$ cat config.mk
export PLATFORM = sky130hd
export DESIGN_NAME = vga_sig_gen
export DESIGN_NICKNAME = d
export VERILOG_FILES = /design/src/rtl/vga_sig_gen.sv
export SDC_FILE = /design/constraint.sdc
export NUM_CORES = 1
export LEC_CHECK = 0
export CAP_MARGIN = 15
export CORE_MARGIN = 2
export CORE_UTILIZATION = 51
export DETAILED_ROUTE_END_ITERATION = 6
export PLACE_DENSITY = 0.8
export SLEW_MARGIN = 20
export SYNTH_ARGS = -nofsm -noshare
export SYNTH_HDL_FRONTEND = slang
export SYNTH_SLANG_ARGS = --single-unit
export TNS_END_PERCENT = 50
$ cat constraint.sdc
create_clock -name CLK -period 2.2 [get_ports CLK]
set_input_delay 0.55 -clock CLK [delete_from_list [all_inputs] [get_ports CLK]]
set_output_delay 0.55 -clock CLK [all_outputs]
set_load 0.05 [all_outputs]
$ cat src/rtl/vga_sig_gen.sv
// vga_sig_gen: 640x480@60Hz VGA timing generator fetching a 1-bit frame buffer
// drawn as 4x4 blocks, single clock with a CLK/PIX_DIV pixel enable.
module vga_sig_gen #(
  parameter int PIX_DIV = 4,
  parameter int H_VIS = 640,
  parameter int H_FP = 16,
  parameter int H_SYNC = 96,
  parameter int H_BP = 48,
  parameter int V_VIS = 480,
  parameter int V_FP = 10,
  parameter int V_SYNC = 2,
  parameter int V_BP = 33,
  parameter logic [7:0] FG_RST = 8'hFF,
  parameter logic [7:0] BG_RST = 8'h00
) (
  input  logic        CLK,
  input  logic        RESETN,
  input  logic [15:0] CONFIG_COLOURS,
  output logic [14:0] VGA_ADDR,
  input  logic        VGA_DATA,
  output logic        VGA_HS,
  output logic        VGA_VS,
  output logic [7:0]  VGA_COLOUR,
  output logic        FRAME_START
);
  localparam int DW = $clog2(PIX_DIV);
  localparam logic [DW-1:0] D_MAX = DW'(PIX_DIV - 1);
  localparam logic [9:0] H_MAX = 10'(H_VIS + H_FP + H_SYNC + H_BP - 1);
  localparam logic [9:0] V_MAX = 10'(V_VIS + V_FP + V_SYNC + V_BP - 1);
  localparam logic [9:0] HS_B = 10'(H_VIS + H_FP);
  localparam logic [9:0] HS_E = 10'(H_VIS + H_FP + H_SYNC);
  localparam logic [9:0] VS_B = 10'(V_VIS + V_FP);
  localparam logic [9:0] VS_E = 10'(V_VIS + V_FP + V_SYNC);
  localparam logic [9:0] HV = 10'(H_VIS);
  localparam logic [9:0] VV = 10'(V_VIS);
  logic [DW-1:0] div;
  logic [9:0] hcnt, vcnt;
  logic [7:0] fg, bg;
  logic ce, h_end, v_end, vis;
  always_comb begin
    ce = div == D_MAX;
    h_end = hcnt == H_MAX;
    v_end = vcnt == V_MAX;
    vis = (hcnt < HV) && (vcnt < VV);
  end
  assign VGA_ADDR = {vcnt[8:2], hcnt[9:2]};
  // Outputs are registered from the pre-advance counters, so all lag one pixel together
  always_ff @(posedge CLK or negedge RESETN)
    if (!RESETN) begin
      div <= '0;
      hcnt <= '0;
      vcnt <= '0;
      VGA_HS <= 1'b1;
      VGA_VS <= 1'b1;
      VGA_COLOUR <= 8'h00;
      FRAME_START <= 1'b0;
      fg <= FG_RST;
      bg <= BG_RST;
    end else begin
      div <= ce ? '0 : div + 1'b1;
      FRAME_START <= ce && h_end && v_end;
      if (ce) begin
        hcnt <= h_end ? '0 : hcnt + 10'd1;
        if (h_end) vcnt <= v_end ? '0 : vcnt + 10'd1;
        VGA_COLOUR <= vis ? (VGA_DATA ? fg : bg) : 8'h00;
        VGA_HS <= ~((hcnt >= HS_B) && (hcnt < HS_E));
        VGA_VS <= ~((vcnt >= VS_B) && (vcnt < VS_E));
        if (h_end && v_end) {fg, bg} <= CONFIG_COLOURS;
      end
    end
endmodule

==> reports/metrics.cfg <==
[clock_tree]
clk_path_buf_depth = 2
clk_pin_slew_ps = 100
htreeDepth = 2
clkSinkCount = 49
cts_made_buffers = 5
cts_root_buf = clkbuf_8
cts_tree = done
clock_latency_ps = 310

[floorplanning]
fp.dieW_um = 71.73
rows = 24
dieArea_mm2 = 0.005145
start_util_pct = 53.37
io_pins = 45
die_h_um = 71.73
core_mm2 = 0.004384

[synth]
synth_flop_cell = dfrtp_1
synth_area_mm2 = 0.002340
yosys_warnings = 0
synth_area_per_cell_um2 = 11.76
yosysTopAreaCellShare_pct = 41.71
synth_largest_area_cell = dfrtp_1
synthMuxAreaShare_pct = 11.98
synth_compound_area_share_pct = 5.936
ys_types = 36
synth.net_count = 223
ys_ff_latch = 49
synth-simple-area-share_pct = 14.97
synthAdderAreaFrac_pct = 2.674
syn_inst = 199
ys_seq_area_share_pct = 52.94
synth_top_family_by_area = simple AND/OR/NAND/NOR gates
synth_xor_area_share_pct = 4.492
async_reset_ff_share_pct = 100.0
synth_edf_count = 0
synth_area_leaders = dfrtp_1, dfstp_2, mux2_1, buf_4, mux2i_1

[placed_design]
place_hpwl_um = 3144
place_congestion = 0.7889
io_buffers = 44

[grt]
use_met1_pct = 28.07
grt.total_usage_pct = 19.58
grt_max_degree = 30
busiest_layer = met2
grt_pass1_vias = 1631
antenna_found_initial = 0
use_met3_pct = 5.345
globalRouteMet2Util_pct = 28.81
grt-ovfl-total = 0
grt_first_pass_wirelength_um = 7741

[worst_setup_path]
cpPeakStageDelay_ps = 840
critical_path_class = flip-flop to primary output
crit_required_ps = 1650
critPathBufInv = 1
path_delay_family = buffers and inverters
slowest_stage = clkdlybuf4s50_1
crit_chain = clkdlybuf4s50_1
worstPathMaxFanout = 6
end_kind = primary output
arrival_ps = 1580
setup.worst_path.start_class = flip-flop

[routing]
drtPass1Iterations = 4
drtIter0Drc = 53
via_count = 1585
vias_per_cell = 5.523
routed_wl_um = 4432
antenna_left = 0
drc = 0
wl_per_cell_um = 15.44

[power]
peakVddDrop_mv = 0.2699
p_per_area_mw_per_mm2 = 528.6
p_leak_uw = 0.001364

[timing]
slew_violations = 0
tightest_slew_ps = 509.5
final.setup.tns_ps = 0
period_needed_ps = 2132
finalSetupViolations = 0
period_share_pct = 96.90
skew_ps = 10.91
fmax_mhz = 469.1
slew_headroom_pct = 65.98
finalHoldViolations = 0
rsz0062_at_grt = no

[finish]
antennaDiodeCount = 0
fillers = 363
num-nets-final = 258
syn_to_final_growth_pct = 21.39
final_core_utilization_pct = 64.78
drive_above_1_share_pct = 13.62

[status]
status = finished clean

[hold_path]
hp-class = input pin to async pin

[flow_run]
drv_cap = 0

==> cells by family after synthesis <==
family / Yosys count
xor+xnor: 12
buf+inv: 26
simple gates: 60
flops: 49
compound gates: 21
fa+ha+maj: 5
mux: 26
==> power by group <==
group          total [µW]  switching [µW]  internal [µW]
clock                 540             317            223
sequential            901               0            901
combinational        60.5            26.2           34.3
==> state kept, by name, indices dropped and copies added, names as in the netlist <==
| name | count |
|---|---|
| FRAME_START | 1 |
| VGA_COLOUR | 8 |
| VGA_HS | 1 |
| VGA_VS | 1 |
| bg | 8 |
| div | 2 |
| fg | 8 |
| hcnt | 10 |
| vcnt | 10 |
==> metal layers <==
metal,vias to the layer above,part of all wire (%)
li1,761,-
met1,773,47
met2,47,46
met3,4,6.3
met4,0,1.0
met5,-,0
==> area by class of cell <==
type                            instances  area [µm²]  share of cell area, %
Clock buffer                            5       68.82                  2.423
Clock inverter                          3       22.52                 0.7930
Inverter                                5       18.77                 0.6608
Multi-Input combinational cell        124       937.1                  33.00
Sequential cell                        49        1239                  43.61
Tap cell                               52       65.06                  2.291
Timing Repair Buffer                   49       489.2                  17.22
==> per-stage QoR <==
step	hold slack (ps)	power (µW)	cell area, µm²	cells	setup slack, ps
floorplan	254.4	924.4	2340	199	395.0
global placement	412.0	980.4	2733	279	292.5
global route	204.4	1572	2840	287	10.37
CTS	191.1	1519	2823	287	2.917
detailed placement	432.2	979.7	2733	279	253.1
finish	184.5	1501	2840	287	68.23
==> timing repair <==
item,CTS,global route
hold buffers,0,0
endpoints found under the setup margin,1,7
gates resized for setup,1,7
setup buffers,0,0
==> cells in the mapped netlist (2+ instances only) <==
cell type / count
xnor2_1: 8
nor4_1: 3
nor2_1: 10
buf_4: 17
nand3_1: 10
a21oi_1: 3
nor3_1: 4
mux2_1: 16
and4_1: 2
xor2_1: 4
o2bb2ai_1: 8
dfrtp_1: 39
mux2i_1: 10
ha_1: 5
dfstp_2: 10
buf_2: 2
o21ai_0: 8
inv_1: 4
nand2_1: 9
and3_1: 6
nand4_1: 6
==> cells in the final DEF, fill, tap and decap left out, types with 9 or more instances in the layout <==
cell type,count
mux2_1,16
nand3_1,10
clkdlybuf4s50_1,30
dfstp_2,10
buf_4,9
nor2_1,10
dfrtp_1,39
mux2i_1,10
nand2_1,9
==> path summary, 6_finish.rpt <==
| path | startpoint | to | slack, ps | cells past startpoint |
|---|---|---|---|---|
| max in group asynchronous | RESETN | fg[1] | 1420 | 2 |
| max | hcnt[2] | VGA_ADDR[0] | 70 | 1 |
| min in group CLK | div[0] | div[0] | 440 | 1 |
| min reg2reg | div[0] | div[0] | 440 | 1 |
| min | RESETN | bg[0] | 180 | 1 |
| max reg2reg | vcnt[1] | bg[4] | 210 | 7 |
(Power assumes the default switching activity.)
